===== src/rtl/perm_server_pkg.sv =====
// Shared constants for the permutation server: state encodings, table geometry
// and the default reject budget.
package perm_server_pkg;

  localparam int unsigned TABLE_DEPTH        = 8;
  localparam int unsigned IDX_W              = 3;
  localparam int unsigned STATE_W            = 3;
  localparam int unsigned MAX_REJECT_DEFAULT = 4;

  localparam logic [STATE_W-1:0] ST_INIT      = 3'd0;
  localparam logic [STATE_W-1:0] ST_SHUFFLE   = 3'd1;
  localparam logic [STATE_W-1:0] ST_READY     = 3'd2;
  localparam logic [STATE_W-1:0] ST_RESPOND   = 3'd3;
  localparam logic [STATE_W-1:0] ST_EXHAUSTED = 3'd4;

  localparam logic [IDX_W-1:0] IDX_LAST = 3'd7;

  // Busy covers table construction: INIT and SHUFFLE.
  function automatic logic is_busy_state(input logic [STATE_W-1:0] st);
    return (st == ST_INIT) || (st == ST_SHUFFLE);
  endfunction

endpackage


===== src/rtl/perm_table.sv =====
// 8x3 permutation table: identity load, synchronous swap of entries (i, j)
// and a combinational read port.
module perm_table
  import perm_server_pkg::*;
(
  input  logic       clk,
  input  logic       rstn,
  input  logic       init,
  input  logic       swap_en,
  input  logic [2:0] idx_i,
  input  logic [2:0] idx_j,
  input  logic [2:0] rd_addr,
  output logic [2:0] rd_data
);

  logic [IDX_W-1:0] tbl_q [TABLE_DEPTH];
  logic [IDX_W-1:0] tbl_d [TABLE_DEPTH];

  // Init has priority over swap; a swap with i == j leaves the entry intact.
  always_comb begin
    tbl_d = tbl_q;
    if (init) begin
      for (int unsigned k = 0; k < TABLE_DEPTH; k++) begin
        tbl_d[k] = IDX_W'(k);
      end
    end else if (swap_en) begin
      tbl_d[idx_i] = tbl_q[idx_j];
      tbl_d[idx_j] = tbl_q[idx_i];
    end
  end

  always_ff @(posedge clk) begin
    if (!rstn) begin
      for (int unsigned k = 0; k < TABLE_DEPTH; k++) begin
        tbl_q[k] <= IDX_W'(k);
      end
    end else begin
      tbl_q <= tbl_d;
    end
  end

  assign rd_data = tbl_q[rd_addr];

endmodule


===== src/rtl/perm_server.sv =====
// Serves a random permutation of 0..7 one number per request, building it
// with a Fisher-Yates shuffle driven by an external random draw.
module perm_server
  import perm_server_pkg::*;
#(
  parameter int unsigned MAX_REJECT = MAX_REJECT_DEFAULT
) (
  input  logic       clk,
  input  logic       rstn,
  input  logic       restart,
  input  logic       req,
  input  logic [2:0] rnd_num,
  output logic [2:0] selected_number,
  output logic       done,
  output logic       all_selected,
  output logic       busy
);

  localparam int unsigned     REJ_W    = (MAX_REJECT > 1) ? $clog2(MAX_REJECT) : 1;
  localparam logic [REJ_W-1:0] REJ_LAST = REJ_W'(MAX_REJECT - 1);

  logic [STATE_W-1:0] state_q, state_d;
  logic [IDX_W-1:0]   idx_q, idx_d;
  logic [REJ_W-1:0]   rej_q, rej_d;
  logic [IDX_W-1:0]   ptr_q, ptr_d;
  logic               pending_q, pending_d;
  logic [IDX_W-1:0]   sel_q, sel_d;
  logic               done_q, done_d;
  logic               all_q, all_d;
  logic               busy_q, busy_d;

  logic               tbl_init;
  logic               tbl_swap;
  logic [IDX_W-1:0]   tbl_rd;

  perm_table u_table (
    .clk     (clk),
    .rstn    (rstn),
    .init    (tbl_init),
    .swap_en (tbl_swap),
    .idx_i   (idx_q),
    .idx_j   (rnd_num),
    .rd_addr (ptr_q),
    .rd_data (tbl_rd)
  );

  // Next-state, counters and output register inputs.
  always_comb begin
    state_d   = state_q;
    idx_d     = idx_q;
    rej_d     = rej_q;
    ptr_d     = ptr_q;
    pending_d = pending_q;
    sel_d     = sel_q;
    done_d    = 1'b0;
    all_d     = all_q;
    tbl_init  = 1'b0;
    tbl_swap  = 1'b0;

    if (restart) begin
      state_d   = ST_INIT;
      ptr_d     = '0;
      pending_d = 1'b0;
      all_d     = 1'b0;
    end else begin
      case (state_q)
        ST_INIT: begin
          tbl_init = 1'b1;
          idx_d    = IDX_LAST;
          rej_d    = '0;
          state_d  = ST_SHUFFLE;
          if (req) pending_d = 1'b1;
        end

        ST_SHUFFLE: begin
          if (req) pending_d = 1'b1;
          // Accepted draw swaps; an exhausted reject budget keeps table[i] in place.
          if (rnd_num <= idx_q || rej_q == REJ_LAST) begin
            tbl_swap = (rnd_num <= idx_q);
            idx_d    = idx_q - 1'b1;
            rej_d    = '0;
            if (idx_q == 3'd1) state_d = ST_READY;
          end else begin
            rej_d = rej_q + 1'b1;
          end
        end

        ST_READY: begin
          if (req || pending_q) begin
            sel_d     = tbl_rd;
            done_d    = 1'b1;
            ptr_d     = ptr_q + 1'b1;
            pending_d = 1'b0;
            all_d     = (ptr_q == IDX_LAST);
            state_d   = ST_RESPOND;
          end
        end

        ST_RESPOND: begin
          state_d = all_q ? ST_EXHAUSTED : ST_READY;
        end

        ST_EXHAUSTED: begin
          state_d = ST_EXHAUSTED;
        end

        default: begin
          state_d = ST_INIT;
        end
      endcase
    end

    busy_d = is_busy_state(state_d);
  end

  always_ff @(posedge clk) begin
    if (!rstn) begin
      state_q   <= ST_INIT;
      idx_q     <= IDX_LAST;
      rej_q     <= '0;
      ptr_q     <= '0;
      pending_q <= 1'b0;
      sel_q     <= '0;
      done_q    <= 1'b0;
      all_q     <= 1'b0;
      busy_q    <= 1'b1;
    end else begin
      state_q   <= state_d;
      idx_q     <= idx_d;
      rej_q     <= rej_d;
      ptr_q     <= ptr_d;
      pending_q <= pending_d;
      sel_q     <= sel_d;
      done_q    <= done_d;
      all_q     <= all_d;
      busy_q    <= busy_d;
    end
  end

  assign selected_number = sel_q;
  assign done            = done_q;
  assign all_selected    = all_q;
  assign busy            = busy_q;

endmodule


===== config.mk =====
export PLATFORM = sky130hd
export DESIGN_NAME = perm_server
export DESIGN_NICKNAME = d
export VERILOG_FILES = /design/src/rtl/perm_server_pkg.sv /design/src/rtl/perm_table.sv /design/src/rtl/perm_server.sv
export SDC_FILE = /design/constraint.sdc
export NUM_CORES = 1
export LEC_CHECK = 0
export ABC_AREA = 1
export CORE_MARGIN = 4
export CORE_UTILIZATION = 55
export CTS_CLUSTER_DIAMETER = 100
export DETAILED_ROUTE_END_ITERATION = 10
export DONT_BUFFER_PORTS = 1
export HOLD_SLACK_MARGIN = 0.03
export PLACE_DENSITY_LB_ADDON = 0.3
export SKIP_CTS_REPAIR_TIMING = 1
export SLEW_MARGIN = 20
export SYNTH_ARGS = -nofsm -noshare
export SYNTH_HDL_FRONTEND = slang
export SYNTH_SLANG_ARGS = --single-unit

===== constraint.sdc =====
create_clock -name clk -period 2.7 [get_ports clk]
set_input_delay 0.81 -clock clk [delete_from_list [all_inputs] [get_ports clk]]
set_output_delay 0.81 -clock clk [all_outputs]
set_load 0.01 [all_outputs]

# ---- Yosys cells after proc, flatten, opt, wreduce, memory -nomap -nowiden
# Index checks and enable logic that the tools add are counted.
dict set report op_classes {
  add_sub_neg 3
  order_cmp 6
  eq_ne 11
  mux 34
  bitwise 6
  reduce_logical 18
}
# operator count
set ops {}
lappend ops {{24-bit bitwise mux} 2}
lappend ops {{3-bit two-way mux} 14}
lappend ops {{3-bit binary-select mux with 3-bit select} 3}
lappend ops {{3-bit demux with 3-bit select} 2}
lappend ops {{3-bit one-hot mux with 5 select lines} 1}
lappend ops {{4-bit >= comparator (second input constant)} 3}
lappend ops {{3-bit NOT with 4-bit output} 3}
lappend ops {{3-bit by 1-bit == test with 1-bit output (second input constant)} 3}
lappend ops {{3-bit AND reduction} 3}
lappend ops {{4-bit by 1-bit less-than comparator with 1-bit output (second input constant)} 2}
lappend ops {{1-bit two-way mux} 8}
lappend ops {{3-bit by 2-bit == test with 1-bit output (second input constant)} 2}
lappend ops {{3-bit == test (second input constant)} 2}
lappend ops {{3-bit logical NOT} 2}
lappend ops {{3-bit one-hot mux with 2 select lines} 1}
lappend ops {{2-bit OR reduction} 3}
lappend ops {{2-bit inequality test (second input constant)} 2}
lappend ops {{2-bit one-hot mux with 2 select lines} 1}
lappend ops {{2-bit AND reduction} 2}
lappend ops {{2-bit nonzero test} 2}
lappend ops {{3-bit by 1-bit adder with 3-bit output (second input constant)} 1}
lappend ops {{3-bit <= comparator} 1}
lappend ops {{1-bit logical OR} 3}
lappend ops {{1-bit NOT} 3}
lappend ops {{other kinds (8)} 9}
dict set report totals {
  ff_bits 42
  input_bits 7
  output_inout_bits 6
  wordCells 95
}

# ---- Longest topological paths before layout
dict set report logic_depth {
  depth_word 7
  ltp_mapped 13
  mapped_depth_nobuf 11
}

# ---- Hierarchy
# A second synthesis with hierarchy kept.
dict set report hier_totals {
  cells_unflattened 543
  hier_area_um2 3078.0
}
# module n_inst cells_each area_per_inst_um2 seq_area_each_um2
set by_module_without_submodules {}
lappend by_module_without_submodules {perm_table 1 418 2167.1 480.5}
lappend by_module_without_submodules {perm_server 1 125 910.9 360.3}

# ---- Worst setup path after synthesis
# No wires, ideal clock.
dict set report synth_path {
  path_type {input-to-reg}
  start {in rnd_num[0]}
  end {reg u_table.tbl_q[10] in the netlist's numbering}
  setup_time_ps 109
  arrival_time_ps 2011
  required_time_ps 2591
  setup_slack_ps 580
  cell_stages 11
  n_path_buf 2
  cell_sequence {buf_6 -> inv_6 -> buf_8 -> ha_1 -> nand3_1 -> nand2_2 -> nand3_1 -> inv_1 -> nand3_1 -> nand2_1 -> inv_1}
}
dict set report synth_between {
  elab_chain_len 6
  word_cells_on_any_way 16
}
# element line_no
set synth_lines {}
lappend synth_lines {{from (decl)} perm_server.sv:12} ;# input logic [2:0] rnd_num,
lappend synth_lines {{3-bit NOT with 4-bit output (not written as such)} {perm_table.sv:27, perm_table.sv:28}}
lappend synth_lines {{4-bit >= comparator (not written as such) (tied with other cells)} perm_table.sv:28} ;# tbl_d[idx_j] = tbl_q[idx_i];
lappend synth_lines {{1-bit logical AND (not written as such) / 3-bit two-way mux (equally long branches)} {perm_table.sv:28, perm_table.sv:27}}
lappend synth_lines {{3-bit two-way mux, on equally long branches} {perm_table.sv:28, perm_table.sv:27}}
lappend synth_lines {{3-bit demux with 3-bit select / 24-bit bitwise mux (equally long branches)} {perm_table.sv:28, perm_table.sv:27}}
lappend synth_lines {{24-bit bitwise mux} perm_table.sv:28}
lappend synth_lines {{to (signal, indexed assignment)} perm_table.sv:35} ;# tbl_q[k] <= IDX_W'(k);
lappend synth_lines {{to (signal assigned)} perm_table.sv:38} ;# tbl_q <= tbl_d;
lappend synth_lines {{to (decl)} perm_table.sv:16} ;# logic [IDX_W-1:0] tbl_q [TABLE_DEPTH];
# Parallel ways exist; a longest one is shown, timed or not. The select of a mux whose other input is x is not followed.
# A chain may end at the register's enable or synchronous reset.

# ---- Final worst setup path
dict set report layout_path {
  start {reg idx_q[0]}
  end {reg u_table.tbl_q[12] in the netlist's numbering}
}
dict set report layout_between {
  elab_chain_len 7
  word_cells_on_any_way 16
}
# element line_no
set layout_lines {}
lappend layout_lines {{from (decl)} perm_server.sv:23} ;# logic [IDX_W-1:0] idx_q, idx_d;
lappend layout_lines {{from (signal assigned)} perm_server.sv:129} ;# idx_q <= idx_d;
lappend layout_lines {{3-bit NOT with 4-bit output (not written as such)} {perm_table.sv:27, perm_table.sv:28}}
lappend layout_lines {{4-bit >= comparator (not written as such) / 4-bit by 1-bit less-than comparator with 1-bit output (equally long branches)} perm_table.sv:27} ;# tbl_d[idx_i] = tbl_q[idx_j];
lappend layout_lines {{1-bit logical AND (not written as such)} perm_table.sv:27}
lappend layout_lines {{3-bit two-way mux (not written as such)} perm_table.sv:27}
lappend layout_lines {{3-bit demux with 3-bit select} perm_table.sv:27}
lappend layout_lines {{24-bit bitwise mux} perm_table.sv:27}
lappend layout_lines {{24-bit bitwise mux} perm_table.sv:28}
# Parallel ways exist; a longest one is shown, timed or not. The select of a mux whose other input is x is not followed.

==> impl_metrics.csv <==
group,metric,value,unit
status,status,"finished, final reports clean",
worst_setup_path,crit_chain,"ha_1 -> nand3_1 -> nand2_2 -> nand3_1 -> inv_1 -> nand2_1 -> nand3_1",
die,die_h,83.5,um
placed_design,io_buffers,0,
logic_synthesis,synth_area,3130,um^2
sta,tightestPinTransition,0.679,ns
finish,fin_cells,597,
sta,hold_viol,0,
drt,drc,0,
grt,grt_pass1_wl,14400,um
finish,syn_to_final_growth,3.24,%
clock_network,cts_sinks,42,
power,pwr-share-seq,47.0,%
worst_setup_path,path_buf_inv,1,
logic_synthesis,ys_seq_area_share,26.8,%
power,p_clk_share,36.1,%
drt,postRouteAntennaNets,0,
job,max_cap_viol_count,0,
drt,wl,8360,um
power,power_frac_comb,16.9,%
drt,drtPass1Iterations,5,
grt,grt_max_degree,19,
sta,hold_ws,0.488,ns
finish,diodes,0,
sta,period_needed,1.99,ns
grt,overflow,0,
clock_network,clock_latency,0.29,ns
logic_synthesis,synth_seq_cells,42,
finish,nNetsFinal,539,
power,ir_worst_vdd,0.241,mV
worst_setup_path,cp.arrival,2.16,ns
drt,vias,3335,
worst_setup_path,worstSetupPathType,"register to register",
clock_network,root_buffer,"clkbuf_8",
grt,grt_use_total,24.8,%
sta,fmax,503,MHz
drt,drt-initial-drc-count,322,
worst_setup_path,end_kind,"register",
power,netSwitchingFraction,28.8,%
power,power.density,423,nW/um^2
sta,rsz0062_at_grt,"false",
sta,finalSetupTns,0,ns
finish,fillers,546,
power,p_leak,1.70,nW
placed_design,place_area,3120,um^2
worst_setup_path,critPathLaunchType,"register",
grt,grt_pass1_vias,3179,
logic_synthesis,avgSynthCellArea,5.93,um^2
die,start_util,56.9,%
die,fp-row-count,27,
worst_setup_path,cp_slowest_cell,"dfxtp_1",
die,core,5510,um^2
min_path,hold_class,"register to register",
drt,wl_per_cell,14.0,um
sta,fin_crit_sh,73.6,%
die,dieArea,6970,um^2
logic_synthesis,synth_cell_type_count,33,
worst_setup_path,crit_family,"flip-flops",
sta,setup_viol,0,
worst_setup_path,max_stage_delay,0.76,ns
placed_design,post-dp-hpwl,6130,um
drt,via_per_inst,5.59,
power,p_int,974,uW
sta,maxSlewViolCount,0,
logic_synthesis,ys_warn_count,0,
sta,finalWorstSetupSlack,0.712,ns
clock_network,clockBufferDepth,2,
power,p_switching,394,uW
worst_setup_path,crit_path_frequent_cell,"nand3_1",
worst_setup_path,worst_ep_required_time,2.88,ns
clock_network,cts_buffers,5,
worst_setup_path,crit_path_max_fanout,13,
sta,finClkSkew,0.00608,ns
placed_design,gp_congestion,0.940,
sta,slew_headroom,54.7,%
placed_design,pre_cts_slack,0.492,ns
clock_network,h-tree-depth,2,
grt,antenna_found_initial,0,
clock_network,tritoncts,"done",
finish,finalInstanceArea,3230,um^2
die,ios,13,
finish,drive_above_1_share,8.57,%
die,die_w,83.5,um
logic_synthesis,syn_inst,528,
logic_synthesis,synth_fp_nets,543,
clock_network,path_clk_slew,0.08,ns
placed_design,dp_cells,589,
[final timing paths]
kind | to | depth (start not counted) | startpoint | slack [ns]
max reg2reg | u_table.tbl_q[12]$_SDFFE_PP1P_ | 7 | idx_q[0]$_SDFFE_PN1P_ | 0.71
min | rej_q[0]$_SDFFE_PN0P_ | 2 | rej_q[0]$_SDFFE_PN0P_ | 0.49
min reg2reg | rej_q[0]$_SDFFE_PN0P_ | 2 | rej_q[0]$_SDFFE_PN0P_ | 0.49
max | u_table.tbl_q[12]$_SDFFE_PP1P_ | 7 | idx_q[0]$_SDFFE_PN1P_ | 0.71
[worst register-to-register path: stages (launching register included)]
cell     delay [ns]
dfxtp_1        0.76
ha_1           0.36
nand3_1        0.15
nand2_2        0.18
nand3_1        0.18
inv_1          0.09
nand2_1        0.09
nand3_1        0.07
[per-stage QoR]
| step | utilization, % | total power [mW] |
|---|---|---|
| after floorplan | - | 0.846 |
| after global placement | 56.7 | 0.880 |
| after detailed placement | 56.7 | 0.882 |
| after CTS | 58.7 | 1.37 |
| after global routing | 58.7 | 1.44 |
| final | 58.7 | 1.37 |
[layer usage]
metal	routed length [um]	GRT usage, %
met1	3780	33.7
met2	3700	39.3
met3	668	4.34
met4	215	9.36
met5	0	0
[synthesized netlist by cell type]
cell type | instances | share of area (%)
buf_8 | 2 | 0.96
o21a_2 | 1 | 0.28
nand2_4 | 7 | 2.5
nand3_1 | 58 | 9.3
inv_1 | 52 | 6.2
nor2_4 | 1 | 0.36
clkinv_1 | 2 | 0.24
o211ai_1 | 4 | 0.96
nand4_2 | 1 | 0.40
nand4_1 | 1 | 0.20
ha_1 | 8 | 3.2
dfxtp_1 | 42 | 27
inv_4 | 1 | 0.20
a21oi_1 | 35 | 5.6
buf_6 | 5 | 1.8
inv_2 | 6 | 0.72
inv_6 | 1 | 0.28
nand2_2 | 8 | 1.6
nand3_2 | 1 | 0.32
nor2_2 | 1 | 0.20
buf_2 | 7 | 1.1
nor2_8 | 1 | 0.64
nor2_1 | 23 | 2.8
o21ai_4 | 1 | 0.52
a211oi_1 | 1 | 0.24
nand2_1 | 234 | 28
o21bai_1 | 1 | 0.24
o21ai_0 | 18 | 2.9
o21ai_2 | 1 | 0.28
or2_2 | 1 | 0.20
nor3_2 | 1 | 0.32
inv_8 | 1 | 0.36
buf_4 | 1 | 0.24
[registers in the layout, summed over array words and instances, names as in the netlist]
register and flops:
u_table.tbl_q 24, idx_q 3, ptr_q 3, selected_number 3, state_q 3, rej_q 2, all_selected 1, busy 1
done 1, pending_q 1
[placed cells by master (no fill, tap or decap), drive strengths merged]
master	instances
o21ai	20
nor2	26
a21oi	35
nor3	1
nand2	249
o21bai	1
clkbuf	6
a211oi	1
clkinv	2
bufinv	1
clkinvlp	1
nand3	59
or2	1
ha	8
nand4	2
o211ai	4
o21a	1
buf	4
inv	61
dfxtp	42
[power groups by stage]
stage	sequential (mW)	clock, mW	combinational, mW
floorplan	0.649	0	0.196
global placement	0.656	0	0.224
detailed placement	0.656	0	0.226
CTS	0.641	0.503	0.227
global route	0.643	0.535	0.259
finish	0.642	0.494	0.231
[layout make-up]
| type | instances | area [um^2] | area share, % |
|---|---|---|---|
| Multi-Input combinational cell | 408 | 1910 | 59.1 |
| Sequential cell | 42 | 841 | 26.0 |
| Inverter | 63 | 251 | 7.78 |
| Tap cell | 72 | 90.1 | 2.79 |
| Clock buffer | 6 | 72.6 | 2.24 |
| Clock inverter | 2 | 37.5 | 1.16 |
| Timing Repair Buffer | 4 | 30.0 | 0.929 |
[kinds of logic (layout without fill, tap and decap cells)]
group	count (synthesis)	count (layout)	synth area share, %
AOI/OAI and AO/OA	62	62	11.0
buffers and inverters	78	75	12.1
and+or+nand+nor	338	338	46.8
adders and majority gates	8	8	3.20
DFF	42	42	26.8
Note: power is estimated with default switching activity, not from simulation.
